`config.mk`:
```
export PLATFORM = sky130hd
export DESIGN_NAME = hyperram_arbiter
export DESIGN_NICKNAME = d
export VERILOG_FILES = /design/src/rtl/hyperram_arbiter.sv
export SDC_FILE = /design/constraint.sdc
export NUM_CORES = 1
export LEC_CHECK = 0
export ABC_AREA = 1
export ABC_CLOCK_PERIOD_IN_PS = 4900
export BUFFER_PORTS_ARGS = -buffer_cell sky130_fd_sc_hd__buf_2
export CORE_UTILIZATION = 30
export CTS_CLUSTER_SIZE = 24
export DETAILED_ROUTE_END_ITERATION = 8
export PLACE_DENSITY_LB_ADDON = 0.25
export SETUP_SLACK_MARGIN = 0.3
export SYNTH_ARGS = -nofsm -noshare
export SYNTH_HDL_FRONTEND = slang
export SYNTH_SLANG_ARGS = --single-unit
```
`constraint.sdc`:
```
create_clock -name clk -period 4.9 [get_ports clk]
set_clock_uncertainty 0.1 [all_clocks]
set_input_delay 0.49 -clock clk [delete_from_list [all_inputs] [get_ports clk]]
set_output_delay 0.49 -clock clk [all_outputs]
set_load 0.03 [all_outputs]
```
`src/rtl/hyperram_arbiter.sv`:
```
// hyperram_arbiter: shares one HyperRAM controller port between capture bursts and CPU iomem accesses; HYPERRAM_ARB_TIMEOUT_EN adds a CPU read timeout with sticky rd_timeout
module hyperram_arbiter #(
  parameter int BURST_MAX      = 8,
  parameter int CPU_STARVE_MAX = 4
) (
  input  logic        clk,
  input  logic        resetn,
  input  logic        cap_req,
  input  logic [31:0] cap_addr,
  input  logic [31:0] cap_d,
  input  logic        cap_valid,
  output logic        cap_take,
  input  logic        cpu_valid,
  input  logic        cpu_we,
  input  logic        cpu_reg,
  input  logic [31:0] cpu_addr,
  input  logic [31:0] cpu_wdata,
  output logic        cpu_ready,
  output logic [31:0] cpu_rdata,
  output logic        mem_rd_req,
  output logic        mem_wr_req,
  output logic        mem_or_reg,
  output logic [31:0] mem_addr,
  output logic [31:0] mem_wr_d,
  input  logic [31:0] mem_rd_d,
  input  logic        mem_rd_rdy,
  input  logic        mem_busy,
  input  logic        mem_burst_wr_rdy,
  output logic        grant_cap,
  output logic        grant_cpu
`ifdef HYPERRAM_ARB_TIMEOUT_EN
  ,
  output logic        rd_timeout
`endif
);
  typedef enum logic [2:0] {IDLE, CAP_FIRST, CAP_BURST, CPU_WR, CPU_RD, DRAIN} state_e;
  state_e state_q, state_d;
  logic [5:0] cnt_q, cnt_d;
  logic [7:0] starve_q, starve_d, cyc_q, cyc_d;
  logic cap_take_q, cap_take_d, cpu_ready_q, cpu_ready_d, mem_rd_req_q, mem_rd_req_d;
  logic mem_wr_req_q, mem_wr_req_d, mem_or_reg_q, mem_or_reg_d;
  logic grant_cap_q, grant_cap_d, grant_cpu_q, grant_cpu_d;
  logic [31:0] cpu_rdata_q, cpu_rdata_d, mem_addr_q, mem_addr_d, mem_wr_d_q, mem_wr_d_d;
  logic arb_cpu, word_ok, burst_end, rd_done, tmo;
  assign arb_cpu   = cpu_valid && (!cap_req || starve_q == 8'(CPU_STARVE_MAX));
  assign word_ok   = mem_burst_wr_rdy && cap_valid && cnt_q < 6'(BURST_MAX);
  assign burst_end = cnt_q == 6'(BURST_MAX) || (mem_burst_wr_rdy && !cap_valid);
  assign rd_done   = cyc_q != 8'd0 && mem_rd_rdy;
`ifdef HYPERRAM_ARB_TIMEOUT_EN
  logic rd_timeout_q, rd_timeout_d;
  assign tmo        = cyc_q == 8'd255 && !mem_rd_rdy;
  assign rd_timeout = rd_timeout_q;
`else
  assign tmo = 1'b0;
`endif
  assign cap_take   = cap_take_q;
  assign cpu_ready  = cpu_ready_q;
  assign cpu_rdata  = cpu_rdata_q;
  assign mem_rd_req = mem_rd_req_q;
  assign mem_wr_req = mem_wr_req_q;
  assign mem_or_reg = mem_or_reg_q;
  assign mem_addr   = mem_addr_q;
  assign mem_wr_d   = mem_wr_d_q;
  assign grant_cap  = grant_cap_q;
  assign grant_cpu  = grant_cpu_q;
  // state and output registers; reset abandons any in-flight transaction
  always_ff @(posedge clk or negedge resetn) begin
    if (!resetn) begin
      state_q      <= IDLE;
      cnt_q        <= '0;
      starve_q     <= '0;
      cyc_q        <= '0;
      cap_take_q   <= 1'b0;
      cpu_ready_q  <= 1'b0;
      mem_rd_req_q <= 1'b0;
      mem_wr_req_q <= 1'b0;
      mem_or_reg_q <= 1'b0;
      grant_cap_q  <= 1'b0;
      grant_cpu_q  <= 1'b0;
      cpu_rdata_q  <= '0;
      mem_addr_q   <= '0;
      mem_wr_d_q   <= '0;
`ifdef HYPERRAM_ARB_TIMEOUT_EN
      rd_timeout_q <= 1'b0;
`endif
    end else begin
      state_q      <= state_d;
      cnt_q        <= cnt_d;
      starve_q     <= starve_d;
      cyc_q        <= cyc_d;
      cap_take_q   <= cap_take_d;
      cpu_ready_q  <= cpu_ready_d;
      mem_rd_req_q <= mem_rd_req_d;
      mem_wr_req_q <= mem_wr_req_d;
      mem_or_reg_q <= mem_or_reg_d;
      grant_cap_q  <= grant_cap_d;
      grant_cpu_q  <= grant_cpu_d;
      cpu_rdata_q  <= cpu_rdata_d;
      mem_addr_q   <= mem_addr_d;
      mem_wr_d_q   <= mem_wr_d_d;
`ifdef HYPERRAM_ARB_TIMEOUT_EN
      rd_timeout_q <= rd_timeout_d;
`endif
    end
  end
  // next state: arbitration in IDLE, then each owner runs to DRAIN
  always_comb begin
    state_d = state_q;
    case (state_q)
      IDLE:      if (!mem_busy && (cpu_valid || cap_req)) state_d = arb_cpu ? (cpu_we ? CPU_WR : CPU_RD) : CAP_FIRST;
      CAP_FIRST: if (cap_valid && !mem_busy) state_d = CAP_BURST;
      CAP_BURST: if (burst_end) state_d = DRAIN;
      CPU_WR:    if (cyc_q == 8'd2) state_d = DRAIN;
      CPU_RD:    if (rd_done || tmo) state_d = DRAIN;
      DRAIN:     if (!mem_busy) state_d = IDLE;
      default:   state_d = IDLE;
    endcase
  end
  // outputs and counters; cyc counts cycles spent in the current state, saturating so it never re-reads as zero
  always_comb begin
    cap_take_d   = 1'b0;
    cpu_ready_d  = 1'b0;
    mem_rd_req_d = 1'b0;
    mem_wr_req_d = 1'b0;
    mem_or_reg_d = mem_or_reg_q;
    mem_addr_d   = mem_addr_q;
    mem_wr_d_d   = mem_wr_d_q;
    cpu_rdata_d  = cpu_rdata_q;
    cnt_d        = cnt_q;
    starve_d     = starve_q;
    cyc_d        = state_d != state_q ? 8'd0 : cyc_q == 8'hFF ? cyc_q : cyc_q + 8'd1;
    grant_cap_d  = state_d == IDLE ? 1'b0 : grant_cap_q | (state_q == IDLE && state_d == CAP_FIRST);
    grant_cpu_d  = state_d == IDLE ? 1'b0 : grant_cpu_q | (state_q == IDLE && (state_d == CPU_WR || state_d == CPU_RD));
`ifdef HYPERRAM_ARB_TIMEOUT_EN
    rd_timeout_d = rd_timeout_q | (state_q == CPU_RD && tmo);
`endif
    case (state_q)
      CAP_FIRST: if (cap_valid && !mem_busy) begin
        mem_wr_req_d = 1'b1;
        cap_take_d   = 1'b1;
        mem_addr_d   = cap_addr;
        mem_wr_d_d   = cap_d;
        mem_or_reg_d = 1'b0;
        cnt_d        = 6'd1;
      end
      CAP_BURST: begin
        if (word_ok) begin
          mem_wr_req_d = 1'b1;
          cap_take_d   = 1'b1;
          mem_wr_d_d   = cap_d;
          cnt_d        = cnt_q + 6'd1;
        end
        if (burst_end) starve_d = starve_q == 8'(CPU_STARVE_MAX) ? starve_q : starve_q + 8'd1;
      end
      CPU_WR: begin
        if (cyc_q == 8'd0) begin
          mem_wr_req_d = 1'b1;
          mem_addr_d   = cpu_addr;
          mem_wr_d_d   = cpu_wdata;
          mem_or_reg_d = cpu_reg;
        end
        if (cyc_q == 8'd2) begin
          cpu_ready_d = cpu_valid;
          starve_d    = '0;
        end
      end
      CPU_RD: begin
        if (cyc_q == 8'd0) begin
          mem_rd_req_d = 1'b1;
          mem_addr_d   = cpu_addr;
          mem_or_reg_d = cpu_reg;
        end
        if (rd_done || tmo) begin
          cpu_rdata_d = rd_done ? mem_rd_d : 32'hDEADBEEF;
          cpu_ready_d = cpu_valid;
          starve_d    = '0;
        end
      end
      default: ;
    endcase
  end
endmodule

```
# After elaboration in Yosys (flattened, before gate mapping)
# Index checks and enable logic that the tools add are counted.
# totals
inputBits	170
output_inout_bits	103
register_bits	128
# classes
bitwise_logic	2
addsub	3
mux	40
eq_ne	22
reduce_logical	30
magnitude_cmp	1
# ops
operator	count
32-bit two-way mux	5
32-bit one-hot mux with 3 select lines	1
32-bit one-hot mux with 2 select lines	1
8-bit two-way mux	6
3-bit two-way mux	8
8-bit one-hot mux with 3 select lines	1
3-bit one-hot mux with 6 select lines	1
8-bit by 1-bit adder with 8-bit output (second input constant)	2
2-bit != test (second input constant)	8
6-bit two-way mux	2
6-bit one-hot mux with 2 select lines	1
1-bit two-way mux	10
3-bit by 2-bit == test with 1-bit output (second input constant)	3
3-bit == test (second input constant)	3
1-bit logical AND	9
8-bit by 2-bit == test with 1-bit output (second input constant)	1
8-bit by 3-bit == test with 1-bit output (second input constant)	1
8-bit == test (second input constant)	1
8-bit logical NOT	1
8-bit nonzero test	1
6-bit by 1-bit adder with 6-bit output (second input constant)	1
3-bit by 1-bit == test with 1-bit output (second input constant)	2
6-bit by 4-bit == test with 1-bit output (second input constant)	1
3-bit logical NOT	2
15 further kinds	26

# Depth between registers and ports, before layout
# Gate-level depths: netlist of run 1.
# depth
ltp_word	11
mapped_depth	12
ltp_nobuf	12

# Worst setup path after synthesis of run 1
# OpenSTA, ideal clock, no wires.
# synth_timing
kind	reg2reg
start	register state_q[2]
end	register mem_addr_q[10], in the netlist mem_addr[10]
path_slack_ps	3070
arrival_ps	1600
stages_incl_launch_ff	8
n_path_buf	3
path_cell_list	dfrtp_1 -> buf_2 -> nor4_2 -> inv_1 -> o21ai_1 -> buf_2 -> buf_2 -> a31oi_1
# synth_via
elab_chain_cells	4
# synth_rtl
element	line_no	source
start, declared	37	state_e state_q, state_d;
start signal, assigned	87	state_q <= state_d;
3-bit == test or 3-bit by 2-bit == test with 1-bit output (tied branches)	137	case (state_q)
2-bit OR reduction (no source line)	n/a	
2-bit by 1-bit != test with 1-bit output (no source line) or 2-bit nonzero test (tied branches)	n/a	
3-bit AND reduction (no source line)	n/a	
end signal, assigned	99	mem_addr_q <= mem_addr_d;
end, declared	43	logic [31:0] cpu_rdata_q, cpu_rdata_d, mem_addr_q, mem_addr_d, mem_wr_d_q, mem_wr_d_d;
# Parallel ways exist; a longest one is shown, timed or not.
# A chain may end at the register's enable or synchronous reset.

# Final worst setup path of run 1
# layout_timing
start	register state_q[2]
end	register mem_addr_q[14], in the netlist mem_addr[14]
# The elaborated chain is that of the path after synthesis.

==> impl_metrics.yaml, run 1 <==
status:
  status: "completed"
clock_network:
  path_clk_slew_ns: 0.06
  clock_latency_ns: 0.41
  clk_path_buf_depth: 2
  cts_hold_buffers: 0
  cts-root-buf: "clkbuf_16"
  cts.htree.levels: 4
  postCtsSetupBuffers: 0
  cts_tree: "done"
  cts_resized: 0
  clkSinkCount: 128
  numCtsBuffers: 17
yosys:
  seq_area_frac_synth: 0.546
  synth_top_family_by_area: "simple AND/OR/NAND/NOR gates"
  synth_edf_count: 0
  muxShareOfSynthArea: 0
  yosys.area.top_type: "dfrtp_1"
  yosys.area_share.simple: 0.285
  synth-adder-area-share: 0.0149
  synth_top_flop_cell: "dfrtp_1"
  synthArstFlopShare: 1.00
  synth_compound_area_frac: 0.0910
  synth_top_area_frac: 0.546
  avgSynthCellArea_sq_um: 8.08
  synth_nets: 903
  netlist_area_sq_um: 5870
  synth.area.top_cells: "dfrtp_1, nand2_1, a31oi_1"
  syn_inst: 726
  yosysMostFrequentCell: "nand2_1"
  synth_top_cells_by_count: "nand2_1, dfrtp_1, nor2_1"
  synth.distinct_cells: 27
  postSynthRegisterBits: 128
  synth_xor_area_frac: 0.0104
  yosys_warnings: 0
layout:
  nFillCells: 1982
  seq_area_sq_um: 3200
  final_util: 0.425
  design_area_sq_um: 8060
  drive_gt1_frac: 0.321
  multi_input_area_sq_um: 2390
  final_cell_count_no_fill: 1262
  area_delta_synth_final_pct: 37.4
  nets: 1165
placement:
  placed_cells_incl_taps: 1229
  port_buffers: 272
  dpl-instance-area_sq_um: 7470
  dp.final_hpwl_um: 11500
  gp_congestion: 0.787
global_route:
  grt_use_total: 0.166
  grt_pass1_wl_um: 26400
  grt_pass1_vias: 5440
  grt_max_degree: 95
  overflow: 0
  antenna_found_initial: 1
route:
  wl_um: 16300
  dr.pass1.iters: 4
  ant_nets: 0
  route.detailed.drc: 0
  drt_iter0_markers: 235
  routed_via_density: 4.45
  routedWlPerCell_um: 12.9
  vias: 5613
sta:
  rsz0062_at_grt: "no"
  finalHoldViolCount: 0
  holdWs_ns: 0.0401
  setup_viol: 0
  fmax_ghz: 0.349
  slew_headroom: 0.346
  fin_crit_ns: 2.86
  tightest_slew_ns: 0.980
  min_period_over_period: 0.584
  final-max-slew-violation-count: 0
  tns_ns: 0
die:
  fp.dieH_um: 142
  die_x_um: 142
  pin_count: 273
  fp.dieArea_sq_um: 20100
  row_count: 50
  initial_core_util: 0.310
  core_region_area_sq_um: 19000
pwr:
  internal_power_uw: 2990
  seqPwrFrac: 0.311
  p_switching_uw: 2650
  swShare: 0.470
  power_density_nw_per_um2: 699
  p_comb_frac: 0.465
  clkPwrFrac: 0.223
  p_leak_uw: 0.00421
  vdd_drop_max_mv: 0.278
setup_path:
  setup.worst_path.start_class: "register"
  required_ns: 5.13
  rrSetupSlack_ns: 2.04
  path_max_fanout: 45
  crit_path_end_kind: "register"
  worstPathArrival_ns: 3.09
  worstSetupPathType: "register to register"
run:
  maxCapViolations: 0
hold_path:
  hold_class: "primary input to async pin"
[cells in the final DEF, fill, tap and decap left out, types with 12 or more instances in the layout]
cell type,n
a31oi_1,65
buf_2,271
clkbuf_16,17
dfrtp_1,128
inv_1,33
nand2_1,285
nand3_1,14
nor2_1,108
o21ai_0,12
[final timing paths]
path,start,endpoint,cells past startpoint
min in group clk,mem_rd_d[24],cpu_rdata[24],3
min reg2reg,cpu_rdata[14],cpu_rdata[14],2
max in group asynchronous,resetn,mem_wr_d[10],2
min,resetn,cpu_rdata[21],1
max reg2reg,state_q[2],mem_addr[14],8
max,state_q[2],mem_addr[14],8
[cell families after synthesis]
family | Yosys count
flops | 128
buf+inv | 71
fa+ha+maj | 7
compound gates | 90
xor+xnor | 7
simple gates | 423
[critical path, cell delays in order, from the launching register on]
cell and delay (ns):
dfrtp_1 0.51, nor3_4 0.21, buf_4 0.39, a21oi_4 0.04
buf_4 0.27, o21ai_4 0.51, buf_4 0.47, nor2_1 0.08
a31oi_1 0.17
[power groups by stage]
| stage | clock network [uW] | registers (uW) | logic (uW) |
|---|---|---|---|
| after global routing | 1350 | 1810 | 2910 |
| final | 1260 | 1750 | 2620 |
| after detailed placement | 0 | 1770 | 2670 |
| after floorplan | 0 | 2530 | 1110 |
| after CTS | 1300 | 1760 | 2660 |
| after global placement | 0 | 1760 | 2630 |
[metal layers]
metal	GRT usage	up-vias	wire length [um]
met1	0.197	2545	7010
met3	0.0503	16	1170
met4	0.0509	0	229
met5	0	-	0
met2	0.288	192	7850
li1	-	2860	-
[area by class of cell]
class                      count  area share
antenna                        1    0.000310
clock inverter                15      0.0203
timing repair buffer         278       0.175
clock buffer                  17      0.0528
multi-input combinational    527       0.297
tap                          260      0.0403
inverter                      36      0.0169
sequential                   128       0.397
[through the flow]
stage          power (uW)  worst slack [ns]
2_1_floorplan        3640              3.07
3_3_place_gp         4400              2.04
6_report             5630              2.04
3_5_place_dp         4440              1.97
4_1_cts              5720              1.97
5_1_grt              6070              1.74
(Power assumes the default switching activity.)
==> run 2: changes to the inputs <==
- ABC_AREA: 1 -> 0
- ABC_CLOCK_PERIOD_IN_PS: 4900 -> 2700
- clock period: 4.9 -> 2.7 ns (I/O delays scaled with it)
==> run 2 against run 1 <==
  * Flip-flop and latch count is the same
  * Register-to-register slack got worse by 1.6 ns
  * Highest routed layer unchanged
  * Setup slack lost 1.6 ns
  * Final cell count rose by 4.3%
  * Utilization is 8.8 points higher
  * Area after synthesis down 0.81%
  * Non-clock buffer count rose by 164
==> impl_metrics.yaml, run 2 <==
status:
  status: "completed"
route:
  routedWlPerCell_um: 14.1
  wl_um: 18600
  drt_iter0_markers: 251
  route.detailed.drc: 0
  dr.pass1.iters: 4
  routed_via_density: 4.64
  ant_nets: 0
  vias: 6102
yosys:
  synth_nets: 796
  synthArstFlopShare: 1.00
  synth_top_flop_cell: "dfrtp_1"
  yosys_warnings: 0
  netlist_area_sq_um: 5820
  synth_top_cells_by_count: "nand2_1, dfrtp_1, nor2_1"
  synth.distinct_cells: 46
  syn_inst: 619
  synth_top_area_frac: 0.550
  seq_area_frac_synth: 0.550
  yosys.area.top_type: "dfrtp_1"
  postSynthRegisterBits: 128
  yosysMostFrequentCell: "nand2_1"
  avgSynthCellArea_sq_um: 9.41
  synth.area.top_cells: "dfrtp_1, nand2_1, a31oi_1"
  synth_edf_count: 0
setup_path:
  worstSetupPathType: "register to register"
  required_ns: 2.95
  crit_slowest_cell: "or4_1"
  worstPathArrival_ns: 2.56
  cp_slowest_stage_delay_ns: 0.50
  crit_path_end_kind: "register"
  path_max_fanout: 13
  setup.worst_path.start_class: "register"
  path_cells: "or3b_4, a311oi_4, a31oi_1, or2_1, or4_1, nand3_1"
die:
  fp.dieH_um: 141
  initial_core_util: 0.308
  die_x_um: 141
  row_count: 50
  pin_count: 273
  fp.dieArea_sq_um: 20000
  core_region_area_sq_um: 18900
sta:
  fmax_ghz: 0.433
  tns_ns: 0
  min_period_over_period: 0.856
  rsz0062_at_grt: "yes"
  setup_viol: 0
  fin_crit_ns: 2.31
  slew_headroom: 0.617
  final-max-slew-violation-count: 0
  holdWs_ns: 0.0248
  finalHoldViolCount: 0
  tightest_slew_ns: 0.575
layout:
  drive_gt1_frac: 0.349
  final_util: 0.513
  final_cell_mix: "buf_2, dlygate4sd3_1, nand2_1"
  area_delta_synth_final_pct: 66.6
  final_cell_count_no_fill: 1316
  design_area_sq_um: 9700
  nets: 1220
  antennaDiodeCount: 0
  final_common_cell: "buf_2"
  nFillCells: 1703
clock_network:
  cts_tree: "done"
  clock_latency_ns: 0.42
  numCtsBuffers: 17
  path_clk_slew_ns: 0.06
  cts-root-buf: "clkbuf_16"
  cts.htree.levels: 4
  clkSinkCount: 128
  clk_path_buf_depth: 2
global_route:
  met2_usage: 0.329
  grt_util_met1: 0.220
  use_met3: 0.0587
  grt_pass1_wl_um: 30000
  grt_max_degree: 67
  grt_pass1_vias: 6273
  overflow: 0
  grt_use_total: 0.189
  antenna_found_initial: 0
  grt-busiest-layer: "met2"
run:
  maxCapViolations: 0
placement:
  dpl-instance-area_sq_um: 7560
  gp_congestion: 0.813
  placed_cells_incl_taps: 1130
  port_buffers: 272
  dp.final_hpwl_um: 11200
pwr:
  vdd_drop_max_mv: 0.507
  power_density_nw_per_um2: 1080
  p_leak_uw: 0.00461
hold_path:
  hold_class: "primary input to register"
==> run 2: layer usage <==
| metal | vias up | part of all wire |
|---|---|---|
| met5 | - | 0 |
| met2 | 234 | 0.50 |
| met1 | 2872 | 0.41 |
| met3 | 26 | 0.073 |
| li1 | 2970 | - |
| met4 | 0 | 0.016 |
==> run 2: worst max-delay path, delay by kind of cell, from the launching register on <==
family,cells,cell delay [ns]
simple gates,4,1.26
flops,1,0.48
compound gates,2,0.41
==> run 2: what timing repair did <==
item	CTS	global route
gates resized for setup	2	6
hold buffers	152	0
hold endpoints to repair	150	0
pin swaps	0	2
setup buffers	0	2
setup endpoints to repair	2	13
==> run 2: cell families after synthesis <==
group | count (synthesis) | share of synthesized area
flip-flops | 128 | 0.550
AO/OA/AOI/OAI | 105 | 0.116
XOR/XNOR | 4 | 0.00602
buffers and inverters | 50 | 0.0327
AND/OR/NAND/NOR | 293 | 0.218
multiplexers | 32 | 0.0619
adder cells (fa/ha/maj) | 7 | 0.0150
==> run 2: worst paths after layout <==
kind	startpoint	end	slack, ns	cells past startpoint
setup / recovery	state_q[1]	starve_q[6]	0.39	6
setup reg to reg	state_q[1]	starve_q[6]	0.39	6
max in group asynchronous	resetn	cyc_q[4]	1.49	3
min in group asynchronous	resetn	starve_q[0]	0.29	2
hold reg to reg	cpu_rdata[3]	cpu_rdata[3]	0.40	1
hold / removal	cap_d[8]	mem_wr_d[8]	0.02	3
==> run 2: cell type report <==
| type | instances | area [sq um] | share of cell area |
|---|---|---|---|
| Sequential cell | 128 | 3210 | 0.331 |
| Timing Repair Buffer | 442 | 3070 | 0.316 |
| Multi-Input combinational cell | 441 | 2480 | 0.255 |
| Clock buffer | 17 | 425 | 0.0439 |
| Tap cell | 260 | 325 | 0.0335 |
| Clock inverter | 15 | 150 | 0.0155 |
| Inverter | 13 | 48.8 | 0.00503 |
==> run 2: where the power goes <==
part           internal [uW]  switching [uW]
Combinational           1730            3280
Sequential              2760             477
Clock                   1290             938
Total                   5780            4700
==> run 2: metrics by stage <==
step | total power [uW] | worst slack (ns)
after floorplan | 6490 | 0.312
after global placement | 8000 | 0.285
after detailed placement | 8050 | 0.254
after CTS | 10500 | 0.284
after global routing | 11200 | 0.274
final | 10500 | 0.389
==> run 3: changes to the inputs <==
- ABC_CLOCK_PERIOD_IN_PS: 2700 -> 2200
- CELL_PAD_IN_SITES_DETAIL_PLACEMENT: unset -> 1
- CELL_PAD_IN_SITES_GLOBAL_PLACEMENT: unset -> 1
- GPL_TIMING_DRIVEN: unset -> 1
- clock period: 2.7 -> 2.2 ns (I/O delays scaled with it)
==> run 3 against run 2 <==
  * Count of clock-buffer cells in the layout is 1 higher
  * Setup slack worse by 0.44 ns
  * Critical path type unchanged
  * Final area up 22%
  * Hold slack worse by 0.0049 ns
  * Routed wire length increased by 64%
  * Largest cell class is now non-clock buffers
  * Combinational power is 92% higher
  * The flow now finishes with violations (negative setup slack)
  * Largest power group unchanged
  * Highest routed layer unchanged
  * Global-route usage up 8.1 points
  * Die area unchanged
  * Final cell count is 6.8% higher
  * Fmax grew 2.5%
  * Critical endpoint is now mem_wr_d[15]
==> impl_metrics.yaml, run 3 (synthesis results as in run 2) <==
die:
  fp.dieH_um: 141
  initial_core_util: 0.308
  core_region_area_sq_um: 18900
  pin_count: 273
  die_x_um: 141
  row_count: 50
  fp.dieArea_sq_um: 20000
sta:
  fmax_ghz: 0.443
  min_period_over_period: 1.03
  tns_ns: -0.726
  slew_headroom: 0.699
  finalHoldViolCount: 0
  setup_slack_ns: -0.0558
  rsz0062_at_grt: "yes"
  holdWs_ns: 0.0199
  fin_crit_ns: 2.26
  tightest_slew_ns: 0.445
  final-max-slew-violation-count: 0
  setup_viol: 25
global_route:
  overflow: 0
  grt_use_total: 0.270
  grt_pass1_vias: 7625
  grt_pass1_wl_um: 41200
  grt_max_degree: 58
  antenna_found_initial: 8
layout:
  design_area_sq_um: 11800
  nets: 1301
  final_cell_mix: "buf_2, dlygate4sd3_1, nand2_1"
  area_delta_synth_final_pct: 103
  drive_gt1_frac: 0.486
  final_common_cell: "buf_2"
pwr:
  swShare: 0.457
  internal_power_uw: 9080
  clkPwrFrac: 0.172
  vdd_drop_max_mv: 0.715
  p_comb_frac: 0.576
  p_switching_uw: 7640
  p_leak_uw: 0.00539
  seqPwrFrac: 0.252
  total_power_uw: 16700
  power_density_nw_per_um2: 1420
status:
  violations: "negative setup slack"
  status: "finished with violations"
hold_path:
  hold_depth: 3
  hold_class: "primary input to register"
setup_path:
  worstSetupPathType: "register to register"
  crit_path_end_kind: "register"
  cp_slowest_stage_delay_ns: 0.47
  worstPathArrival_ns: 2.45
  crit_slowest_cell: "nor4b_1"
  worstRegToRegCells: 8
  path_max_fanout: 13
  path_cells: "nor4b_1, and4_1, or2_4, o21bai_4, buf_4, buf_6, buf_16, a31oi_2"
  setup.worst_path.start_class: "register"
  required_ns: 2.40
clock_network:
  path_clk_slew_ns: 0.07
  cts-root-buf: "clkbuf_16"
  cts_tree: "done"
  clk_path_buf_depth: 2
  cts.htree.levels: 4
  numCtsBuffers: 17
  clkSinkCount: 128
  clock_latency_ns: 0.42
route:
  ant_nets: 0
  route.detailed.drc: 0
  routedWlPerCell_um: 21.6
  drt_iter0_markers: 255
  vias: 7113
  dr.max_layer_used: "met4"
  wl_um: 30400
  routed_via_density: 5.06
  drt-met1-wl_um: 11200
  dr_wl_met3_um: 1640
  dr.pass1.iters: 4
  dr_wl_met2_um: 16500
placement:
  dpl-instance-area_sq_um: 7760
  port_buffers: 272
  gp_congestion: 0.804
  dp.final_hpwl_um: 13300
run:
  maxCapViolations: 0
## run 3: metal layers
| layer | global-route usage | vias up |
|---|---|---|
| li1 | - | 3166 |
| met1 | 0.298 | 3583 |
| met2 | 0.500 | 290 |
| met3 | 0.0591 | 74 |
| met4 | 0.112 | 0 |
| met5 | 0 | - |
## run 3: power groups by stage
stage	combinational (uW)	clock [uW]	sequential, uW
after global routing	10100	3020	4330
after global placement	6170	0	3920
after detailed placement	6250	0	3970
final	9630	2870	4220
after floorplan	2330	0	5740
after CTS	7790	2890	3960
## run 3: stage by stage
stage          utilization  cells  worst slack [ns]
6_report             0.624   1405           -0.0558
3_5_place_dp         0.411   1145           -0.0637
5_1_grt              0.624   1404            -0.189
3_3_place_gp         0.411   1145          -0.00316
4_1_cts              0.571   1370            0.0418
2_1_floorplan            -    619            0.0274
## run 3: final timing paths
check                           slack (ns)    startpoint            to
worst max-delay path                 -0.06      cnt_q[3]  mem_wr_d[15]
worst min-delay path                  0.02   cap_addr[4]   mem_addr[4]
worst max register to register       -0.06      cnt_q[3]  mem_wr_d[15]
worst min register to register        0.40  cpu_rdata[3]  cpu_rdata[3]
max in group asynchronous             1.10        resetn    state_q[2]
min in group asynchronous             0.20        resetn  mem_addr[21]
## run 3: what timing repair did
item | 4_1_cts | 5_1_grt
setup endpoints to repair | 111 | 117
endpoints found under the hold margin | 136 | 0
resized for setup | 85 | 149
cloned | 12 | 6
pin swaps | 15 | 30
hold buffers | 160 | 0
setup buffers | 21 | 21
## run 3: worst max-delay path: cells and delay by family (launching register included)
kind	cells	cell delay (ns)
AO/OA/AOI/OAI	2	0.26
buffers and inverters	3	0.41
flip-flops	1	0.43
AND/OR/NAND/NOR	3	0.92
## run 3: layout make-up
class	count	area, sq um
Fill cell	2063	7100
Sequential cell	128	3200
Antenna cell	8	20.0
Inverter	13	48.8
Clock inverter	14	145
Multi-Input combinational cell	441	3410
Tap cell	260	325
Timing Repair Buffer	523	4210
Clock buffer	18	439
